**src/rtl/uart_tx_ram_reader_if.sv**
```systemverilog
// Signals between the UART transmit reader, its dual-clock RAM read port and the writer side.
// The master modport is the reader's view.
interface uart_tx_ram_reader_if #(
  parameter int DATA_WIDTH = 8,
  parameter int ADDR_WIDTH = 3
);
  logic [ADDR_WIDTH:0]   write_ptr;
  logic                  tx_enable;
  logic [DATA_WIDTH-1:0] q;
  logic [ADDR_WIDTH-1:0] read_addr;
  logic [ADDR_WIDTH:0]   read_ptr;
  logic                  tx;
  logic                  busy;
  logic                  empty;

  modport master (
    input  write_ptr, tx_enable, q,
    output read_addr, read_ptr, tx, busy, empty
  );

  modport slave (
    output write_ptr, tx_enable, q,
    input  read_addr, read_ptr, tx, busy, empty
  );
endinterface

```
**src/rtl/uart_tx_ram_reader.sv**
```systemverilog
// Drains the transmit-buffer RAM in the UART clock domain and sends each byte as an 8N1 frame.
// The read pointer advances once per frame and is exported for the writer's full check.
module uart_tx_ram_reader #(
  parameter int DATA_WIDTH   = 8,
  parameter int ADDR_WIDTH   = 3,
  parameter int CLKS_PER_BIT = 16
) (
  input  logic                 clock,
  input  logic                 reset_n,
  uart_tx_ram_reader_if.master bus
);
  localparam int PTR_W = ADDR_WIDTH + 1;
  localparam int CNT_W = (CLKS_PER_BIT > 1) ? $clog2(CLKS_PER_BIT) : 1;
  localparam int BIT_W = (DATA_WIDTH > 1) ? $clog2(DATA_WIDTH) : 1;
  localparam logic [CNT_W-1:0] CNT_LAST = CNT_W'(CLKS_PER_BIT - 1);
  localparam logic [BIT_W-1:0] BIT_LAST = BIT_W'(DATA_WIDTH - 1);

  typedef enum logic [2:0] {IDLE, FETCH, START, DATA, STOP} state_e;

  state_e                state_q, state_d;
  logic [CNT_W-1:0]      cnt_q, cnt_d;
  logic [BIT_W-1:0]      bit_q, bit_d;
  logic [DATA_WIDTH-1:0] shift_q, shift_d;
  logic [PTR_W-1:0]      rptr_q, rptr_d;
  logic                  tx_q, tx_d;
  logic                  empty;
  logic                  start_ok;
  logic                  baud_done;

  assign empty     = (bus.write_ptr == rptr_q);
  assign start_ok  = bus.tx_enable && !empty;
  assign baud_done = (cnt_q == CNT_LAST);

  assign bus.read_addr = rptr_q[ADDR_WIDTH-1:0];
  assign bus.read_ptr  = rptr_q;
  assign bus.tx        = tx_q;
  assign bus.busy      = (state_q != IDLE);
  assign bus.empty     = empty;

  always_ff @(posedge clock) begin
    if (!reset_n) begin
      state_q <= IDLE;
      cnt_q   <= '0;
      bit_q   <= '0;
      shift_q <= '0;
      rptr_q  <= '0;
      tx_q    <= 1'b1;
    end else begin
      state_q <= state_d;
      cnt_q   <= cnt_d;
      bit_q   <= bit_d;
      shift_q <= shift_d;
      rptr_q  <= rptr_d;
      tx_q    <= tx_d;
    end
  end

  always_comb begin
    state_d = state_q;
    cnt_d   = cnt_q + CNT_W'(1);
    bit_d   = bit_q;
    shift_d = shift_q;
    rptr_d  = rptr_q;

    case (state_q)
      IDLE: begin
        cnt_d = '0;
        if (start_ok) state_d = FETCH;
      end
      // The RAM registered read_addr on the edge that entered FETCH, so q is valid now.
      FETCH: begin
        cnt_d   = '0;
        shift_d = bus.q;
        rptr_d  = rptr_q + PTR_W'(1);
        state_d = START;
      end
      START: begin
        if (baud_done) begin
          cnt_d   = '0;
          bit_d   = '0;
          state_d = DATA;
        end
      end
      DATA: begin
        if (baud_done) begin
          cnt_d   = '0;
          shift_d = shift_q >> 1;
          if (bit_q == BIT_LAST) state_d = STOP;
          else                   bit_d   = bit_q + BIT_W'(1);
        end
      end
      STOP: begin
        if (baud_done) begin
          cnt_d   = '0;
          state_d = start_ok ? FETCH : IDLE;
        end
      end
      default: begin
        cnt_d   = '0;
        state_d = IDLE;
      end
    endcase

    // tx is registered from the next state so each level starts right after its entry edge.
    case (state_d)
      START:   tx_d = 1'b0;
      DATA:    tx_d = shift_d[0];
      default: tx_d = 1'b1;
    endcase
  end
endmodule
```
**src/flat_wrapper.sv**
```systemverilog
// flat-port wrapper written by rule: the top's interface ports become plain ports
module uart_tx_ram_reader_flat 
#(
  parameter int DATA_WIDTH   = 8,
  parameter int ADDR_WIDTH   = 3,
  parameter int CLKS_PER_BIT = 16
)
  (clock, reset_n, bus_write_ptr, bus_tx_enable, bus_q, bus_read_addr, bus_read_ptr, bus_tx, bus_busy, bus_empty);
  uart_tx_ram_reader_if #(.DATA_WIDTH(DATA_WIDTH), .ADDR_WIDTH(ADDR_WIDTH)) bus_i ();
  input  logic clock;
  input  logic reset_n;
  input wire logic [$bits(bus_i.write_ptr)-1:0] bus_write_ptr;
  input wire logic [$bits(bus_i.tx_enable)-1:0] bus_tx_enable;
  input wire logic [$bits(bus_i.q)-1:0] bus_q;
  output wire logic [$bits(bus_i.read_addr)-1:0] bus_read_addr;
  output wire logic [$bits(bus_i.read_ptr)-1:0] bus_read_ptr;
  output wire logic [$bits(bus_i.tx)-1:0] bus_tx;
  output wire logic [$bits(bus_i.busy)-1:0] bus_busy;
  output wire logic [$bits(bus_i.empty)-1:0] bus_empty;
  assign bus_i.write_ptr = bus_write_ptr;
  assign bus_i.tx_enable = bus_tx_enable;
  assign bus_i.q = bus_q;
  assign bus_read_addr = bus_i.read_addr;
  assign bus_read_ptr = bus_i.read_ptr;
  assign bus_tx = bus_i.tx;
  assign bus_busy = bus_i.busy;
  assign bus_empty = bus_i.empty;
  uart_tx_ram_reader #(.DATA_WIDTH(DATA_WIDTH), .ADDR_WIDTH(ADDR_WIDTH), .CLKS_PER_BIT(CLKS_PER_BIT)) u_core (.clock(clock), .reset_n(reset_n), .bus(bus_i));
endmodule
```
**config.mk**
```make
export PLATFORM = sky130hd
export DESIGN_NAME = uart_tx_ram_reader_flat
export DESIGN_NICKNAME = d
export VERILOG_FILES = /design/src/rtl/uart_tx_ram_reader_if.sv /design/src/rtl/uart_tx_ram_reader.sv /design/src/flat_wrapper.sv
export SDC_FILE = /design/constraint.sdc
export NUM_CORES = 1
export LEC_CHECK = 0
export CORE_MARGIN = 2
export CORE_UTILIZATION = 34
export CTS_CLUSTER_DIAMETER = 80
export CTS_CLUSTER_SIZE = 24
export DETAILED_ROUTE_END_ITERATION = 6
export DONT_BUFFER_PORTS = 1
export GPL_TIMING_DRIVEN = 0
export HOLD_SLACK_MARGIN = 0.12
export PLACE_DENSITY = 0.59
export SYNTH_ARGS = -nofsm -noshare
export SYNTH_HDL_FRONTEND = slang
export SYNTH_SLANG_ARGS = --single-unit
```
**constraint.sdc**
```tcl
create_clock -name clock -period 2.3 [get_ports clock]
set_clock_uncertainty 0.2 [all_clocks]
set_input_delay 0.345 -clock clock [delete_from_list [all_inputs] [get_ports clock]]
set_output_delay 0.345 -clock clock [all_outputs]
set_load 0.01 [all_outputs]
```
After elaboration in Yosys (flattened, before gate mapping) --
Cells that the tools add are included.
Operators by class: order comparisons 0, bitwise operators 2, multipliers 0, shift-type cells 0, add/sub/neg operators 3, muxes and demuxes 14, equal/unequal tests 12, reduce and logical (&&, ||, !) cells 10, div/mod/pow operators 0
Operators with widths (count):
- $mux 3 | 8
- $pmux 8 s2 | 1
- $pmux 3 s5 | 1
- $eq 3x2->1 const B | 4
- $add 4x1->4 const B | 2
- $mux 8 | 1
- $eq 3x3->1 const B | 2
- $pmux 3 s2 | 1
- $reduce_or 3->1 | 2
- $eq 4x4->1 | 1
- $eq 4x4->1 const B | 1
- $ne 2x1->1 const B | 2
- $reduce_and 4->1 | 1
- $reduce_bool 2->1 | 2
- $add 3x1->3 const B | 1
- $eq 3x1->1 const B | 1
- $logic_not 3->1 | 1
- $reduce_bool 3->1 | 1
- $ne 2x2->1 const B | 1
- $not 1->1 | 2
- $pmux 1 s2 | 1
- $reduce_and 2->1 | 1
- $logic_and 1x1->1 | 1
- $logic_not 1->1 | 1
- $mux 1 | 1
Storage, ports and cells: memories 0, memory bits (writable) 0, register bits 23, word-level logic and storage cells 48, input port bits 15, output and inout bits 10, bits in read-only memories 0, latch bits 0

Longest topological paths before layout --
depth in word-level cells 8, gate-level depth with buffers 6, mapped depth without buffers 6

Worst setup path before layout --
OpenSTA, ideal clock, no wires.
path kind flip-flop to flip-flop, start point reg u_core.rptr_q[0] (netlist: u_core.bus.read_ptr[0]), end point reg u_core.state_q[0], setup time 0.119 ns, buffers on the path 0, setup slack 0.587 ns, clock period less this slack 1.713 ns, data arrival time 1.394 ns, data required time 1.981 ns, stages on the path, launching flop included 5, cell sequence dfxtp_1 > xor2_1 > nor4_1 > nor2_1 > o221a_2
On the way: word-level cells in the longest chain between the ends 6, elaborated cells between the ends (all ways) 7, classes of those cells eq/ne (1); mux (4); reduce/logical (2)
Ends and longest elaborated chain:
- from (decl) | line uart_tx_ram_reader.sv:24 | logic [PTR_W-1:0] rptr_q, rptr_d;
- from (signal assigned) | line uart_tx_ram_reader.sv:53 | rptr_q <= rptr_d;
- $eq 4x4->1 (*) | line uart_tx_ram_reader.sv:30 | assign empty = (bus.write_ptr == rptr_q);
- named net bus_empty | line flat_wrapper.sv:19 | output wire logic [$bits(bus_i.empty)-1:0] bus_empty;
- $logic_not 1->1 (*) | line uart_tx_ram_reader.sv:31 | assign start_ok = bus.tx_enable && !empty;
- $logic_and 1x1->1 (*) | line uart_tx_ram_reader.sv:31
- $mux 1 | line uart_tx_ram_reader.sv:95 | state_d = start_ok ? FETCH : IDLE;
- $mux 3 | line uart_tx_ram_reader.sv:93 | if (baud_done) begin
- $pmux 3 s5 (*) | line uart_tx_ram_reader.sv:65 | case (state_q)
- to (signal assigned) | line uart_tx_ram_reader.sv:49 | state_q <= state_d;
- to (decl) | line uart_tx_ram_reader.sv:20 | state_e state_q, state_d;
Mark *: on every way through the listed nets, which the timed path passes. The rest lies on a longest branch. A chain may end at the register's enable or synchronous reset.

Worst setup path after layout --
start point reg u_core.rptr_q[0] (netlist: u_core.bus.read_ptr[0]), end point out bus_empty
On the way: word-level cells in the longest chain between the ends 1
Ends and longest elaborated chain (line):
- $eq 4x4->1 | uart_tx_ram_reader.sv:30
- to (decl) | flat_wrapper.sv:19
Every way passes these cells.

==> results.md <==
Outcome:
- The flow ran to the end, and the final reports show no timing, DRC or antenna violations.

Cells and area:
- The signed area change from the synthesized netlist to the final layout is 13.63%.
- Summing all flip-flop and latch instances after layout gives between 400 and 500 sq um.
- Counting the fill cells in the layout gives 307.
- The multi-input combinational cell area is 596.8 sq um.
- In the final layout, the share of cells above drive strength 1 is 0.1450.
- For this run, the share of the core covered by cells in the final layout is 0.4102.
- The post-route non-filler standard cell count is approximately 180.
- At the end of the flow, the number of nets in the layout was approximately 150.
- The count of antenna diodes in the layout is 0.

Worst setup path:
- At the worst endpoint, the required time is ~1.8 ns.
- The critical path startpoint is u_core.bus.read_ptr[0]$_SDFFE_PN0N_.
- The classification of the worst setup path is flip-flop to output port.
- The capture point of the worst path is bus_empty.
- The kind of start point of the critical path is a flip-flop.
- The critical-path maximum fanout is 6.
- The arrival time at the worst endpoint is 1.53 ns.
- In this run the critical register-to-register path is launched from u_core.bus.read_ptr[0]$_SDFFE_PN0N_.
- The endpoint class of the critical path is an output port.
- The worst register-to-register path ends at u_core.state_q[0]$_SDFF_PN0_.
- The worst register-to-register path has a depth of 4.
- The slack of the worst reg-to-reg path is a little over 0.4 ns.

Floorplan:
- Row generation in the floorplan step produced 20 rows.
- The floorplan step set the die height to 61.17 um.
- In this run the count of I/O pins placed on the die edge is 25.
- The area of the core is 0.003078 sq mm.
- The die covers 0.003741 sq mm.
- The die width is between 60 and 70 um.
- For this configuration, the core starts out at a cell density of 0.3610.

Synthesis:
- The synthesis-stage register bit count is 23.
- Synthesis handed over a netlist of 120 instances.
- By area the synthesized netlist is led by sky130_fd_sc_hd__dfxtp_1 (41%), sky130_fd_sc_hd__xor2_1 (6.3%), sky130_fd_sc_hd__ha_1 (4.5%).
- Sorting the synthesized cells by how often they occur yields sky130_fd_sc_hd__dfxtp_1 (23), sky130_fd_sc_hd__nor2_1 (13), sky130_fd_sc_hd__a21oi_1 (9).
- The net count of the mapped netlist is between 100 and 150.
- The synthesized-area fraction occupied by ao, oa, aoi and oai cells is 0.1948.
- Of the total synthesized cell area, the portion taken by AND, OR, NAND and NOR gates is 0.2083.
- A synthesized cell averages 9.259 sq um.
- After synthesis, the share of flip-flops with an asynchronous set or reset is 0.
- The cell with the most instances after synthesis is sky130_fd_sc_hd__dfxtp_1.
- The fraction of synthesized cell area taken by the top area cell type is 0.4144.
- The cell area that synthesis handed to floorplanning was 0.001111 sq mm.
- sky130_fd_sc_hd__dfxtp_1 takes more of the synthesized area than any other cell.
- The fraction of the mapped netlist area in adder cells is 0.04505.
- The combinational family with the most area after synthesis is simple AND/OR/NAND/NOR gates.
- Yosys mapped a number of flops with a built-in enable equal to 0.
- The most used flip-flop cell after synthesis is sky130_fd_sc_hd__dfxtp_1.
- The xor and xnor fraction of the mapped netlist area is 0.07095.
- The warning count from the yosys run is 0.
- For this run, the register share of the synthesized area comes to 0.4144.
- The count of different cell masters after synthesis is 36.
- The multiplexer share of the synthesized area is 0.01802.

Timing:
- The number of hold-slack violations in the final timing report came to 0.
- Static timing analysis puts the maximum clock frequency at 0.4809 GHz.
- The count of pins over their slew limit is 0.
- The normalized max-slew margin is 0.5728.
- The post-layout worst setup margin is 0.2207 ns.
- After layout, the minimum clock period comes to 2.079 ns.
- The worst-margin pin slew is 0.6349 ns.
- The worst hold slack is 0.1394 ns.
- Setup repair after global routing left no endpoint under its margin.
- Setup violations remaining at the end of the flow were counted as 0.
- Summed over all failing endpoints, the final setup total negative slack is 0 ns.
- Dividing the final minimum period by the clock period gives 0.9041.

Route:
- The count of nets left with antenna violations once routing finished came out at 0.
- The mean routed wirelength per cell is roughly 13 um.
- Using the TritonRoute via totals, the vias-per-cell ratio works out to 5.257.
- The via count of the routed design is between 900 and 1000.
- Detailed routing placed a total of approximately 130 um of wire on met3.
- The aggregate routed wire length is 2303 um.
- The top metal layer carrying routed signals is met4.
- In the routed design, unresolved DRC markers number 0.
- In the detailed route, the total length drawn on met2 is 1074 um.
- The number of DRC violations after detailed-routing iteration 0 is 18.
- The routed metal-1 wire length is ~1100 um.
- The number of detailed-route iterations in the first pass is 4.

GRT:
- The total grt overflow is 0.
- The number of global-route vias before repair is ~880.
- Entering global routing, the biggest net connects 13 pins.
- The global-route usage over all layers is 0.1325.
- The first global-routing pass estimated 3698 um of wire.
- The initial antenna violation count is 0.

Clock network:
- The number of H-tree levels is 1.
- Counting along the longest clock path gives a buffer depth of 2.
- The cell chosen for the clock root is sky130_fd_sc_hd__clkbuf_4.
- TritonCTS built the clock tree.
- Clock tree synthesis found a total of 23 sinks.
- The number of buffers created by CTS is 3.
- The latest clock arrival within the worst-skew pair is 0.31 ns.
- Clock-pin slew was measured on the worst setup and hold paths at 0.12 ns.

Placement:
- The HPWL reported at the end of detailed placement is 1712 um.
- The count of placed standard cells including taps is between 150 and 200.
- Input and output buffers added on the ports amount to 0.
- At the end of routability-driven placement, the weighted congestion stood at 0.7847.
- OpenSTA, run right after detailed placement, puts the worst setup slack at 0.4022 ns.

Power and ir drop:
- Summed over all cells, the static leakage comes to around 0.5 nW.
- Power spread over the standard cell area amounts to 580.8 mW/mm^2.
- The largest voltage drop on the vdd net is around 0.00036 V.

Flow run:
- The tool flagged a number of max-cap violations equal to 0.

Min path:
- The tightest min-delay check is of the input pin to flip-flop type.
==> metal layers <==
| layer | vias to the layer above | track usage |
|---|---|---|
| met5 | - | 0 |
| met2 | 34 | 0.2371 |
| met1 | 434 | 0.1546 |
| li1 | 448 | - |
| met4 | 0 | 0.04658 |
| met3 | 4 | 0.02941 |
==> how the worst min path moves through the flow <==
stage | start | to | slack, ns | cells after the start
6_report | bus_q[0] | u_core.shift_q[0]$_SDFF_PN0_ | 0.14 | 3
5_1_grt | bus_q[0] | u_core.shift_q[0]$_SDFF_PN0_ | 0.17 | 3
4_1_cts | bus_q[0] | u_core.shift_q[0]$_SDFF_PN0_ | 0.13 | 3
3_5_place_dp | u_core.cnt_q[0]$_SDFF_PP0_ | u_core.cnt_q[0]$_SDFF_PP0_ | 0.24 | 1
3_3_place_gp | u_core.cnt_q[0]$_SDFF_PP0_ | u_core.cnt_q[0]$_SDFF_PP0_ | 0.23 | 1
2_1_floorplan | u_core.cnt_q[0]$_SDFF_PP0_ | u_core.cnt_q[0]$_SDFF_PP0_ | 0.22 | 1
==> layout by cell type (no fill, tap or decap) <==
cell type | synthesis | final
sky130_fd_sc_hd__o31ai_2 | 1 | 1
sky130_fd_sc_hd__mux2i_1 | 2 | 2
sky130_fd_sc_hd__inv_1 | 3 | 3
sky130_fd_sc_hd__clkbuf_1 | 2 | 3
sky130_fd_sc_hd__xor2_1 | 8 | 8
sky130_fd_sc_hd__nor3_2 | 1 | 1
sky130_fd_sc_hd__a32oi_1 | 1 | 1
sky130_fd_sc_hd__a21oi_1 | 9 | 9
sky130_fd_sc_hd__a22oi_1 | 2 | 2
sky130_fd_sc_hd__and3_4 | 1 | 1
sky130_fd_sc_hd__and3_1 | 2 | 2
sky130_fd_sc_hd__a2111oi_4 | 1 | 1
sky130_fd_sc_hd__a21oi_2 | 1 | 1
sky130_fd_sc_hd__clkbuf_4 | 0 | 3
sky130_fd_sc_hd__dfxtp_1 | 23 | 23
sky130_fd_sc_hd__or2b_2 | 1 | 1
sky130_fd_sc_hd__o221a_2 | 1 | 1
sky130_fd_sc_hd__o22ai_1 | 6 | 6
sky130_fd_sc_hd__xnor2_1 | 1 | 1
sky130_fd_sc_hd__nand3_1 | 5 | 5
sky130_fd_sc_hd__nand2b_1 | 1 | 1
sky130_fd_sc_hd__buf_4 | 4 | 4
sky130_fd_sc_hd__nor2b_1 | 2 | 2
sky130_fd_sc_hd__a21o_1 | 1 | 1
sky130_fd_sc_hd__buf_2 | 1 | 1
sky130_fd_sc_hd__ha_1 | 4 | 4
sky130_fd_sc_hd__nand4_1 | 1 | 1
sky130_fd_sc_hd__o211ai_1 | 1 | 1
sky130_fd_sc_hd__nor4_1 | 1 | 1
sky130_fd_sc_hd__dlygate4sd3_1 | 0 | 7
sky130_fd_sc_hd__and2_1 | 1 | 1
sky130_fd_sc_hd__o21ai_0 | 7 | 7
sky130_fd_sc_hd__nor3b_4 | 1 | 1
sky130_fd_sc_hd__nand3_2 | 1 | 1
sky130_fd_sc_hd__nor2_1 | 13 | 13
sky130_fd_sc_hd__nand4_2 | 1 | 1
sky130_fd_sc_hd__nor2_2 | 1 | 1
sky130_fd_sc_hd__nand2_1 | 8 | 8
==> metrics by stage <==
stage	instance area, sq um	power (mW)
final	1262	0.7332
after global routing	1262	0.7702
after CTS	1262	0.7459
after detailed placement	1166	0.5448
after global placement	1166	0.5415
after floorplan	1111	0.5241
==> critical path, stage by stage (launching register included) <==
cell and delay [ns]:
sky130_fd_sc_hd__dfxtp_1 0.53, sky130_fd_sc_hd__xor2_1 0.11, sky130_fd_sc_hd__nor4_1 0.58
==> registers in the layout (all words and copies together), names as in the netlist <==
signal,cells
u_core.bit_q,3
u_core.bus.read_ptr,4
u_core.bus.tx,1
u_core.cnt_q,4
u_core.shift_q,8
u_core.state_q,3
==> where the power goes <==
| part | switching (mW) | internal (mW) | total (mW) |
|---|---|---|---|
| registers | 0.0212 | 0.418 | 0.439 |
| clock network | 0.120 | 0.0677 | 0.188 |
| logic | 0.0558 | 0.0506 | 0.106 |
| total | 0.197 | 0.536 | 0.733 |
==> cell type report <==
type	instances	share of cell area
inverters	3	0.008920
flip-flops and latches	23	0.3647
multi-input cells	87	0.4727
repair buffers	7	0.05550
clock buffers	4	0.02081
well taps	44	0.04361
plain buffers	7	0.03370
==> cell families after synthesis <==
logic type	count (synthesis)
fa+ha+maj	4
flops	23
mux	2
simple gates	41
xor+xnor	9
buf+inv	10
compound gates	31
==> timing repair <==
item,4_1_cts,5_1_grt
setup endpoints to repair,0,0
endpoints found under the hold margin,7,0
gates resized for setup,0,0
setup buffers,0,0
hold buffers,7,0
No activity file was read; power rests on OpenSTA's default activity.
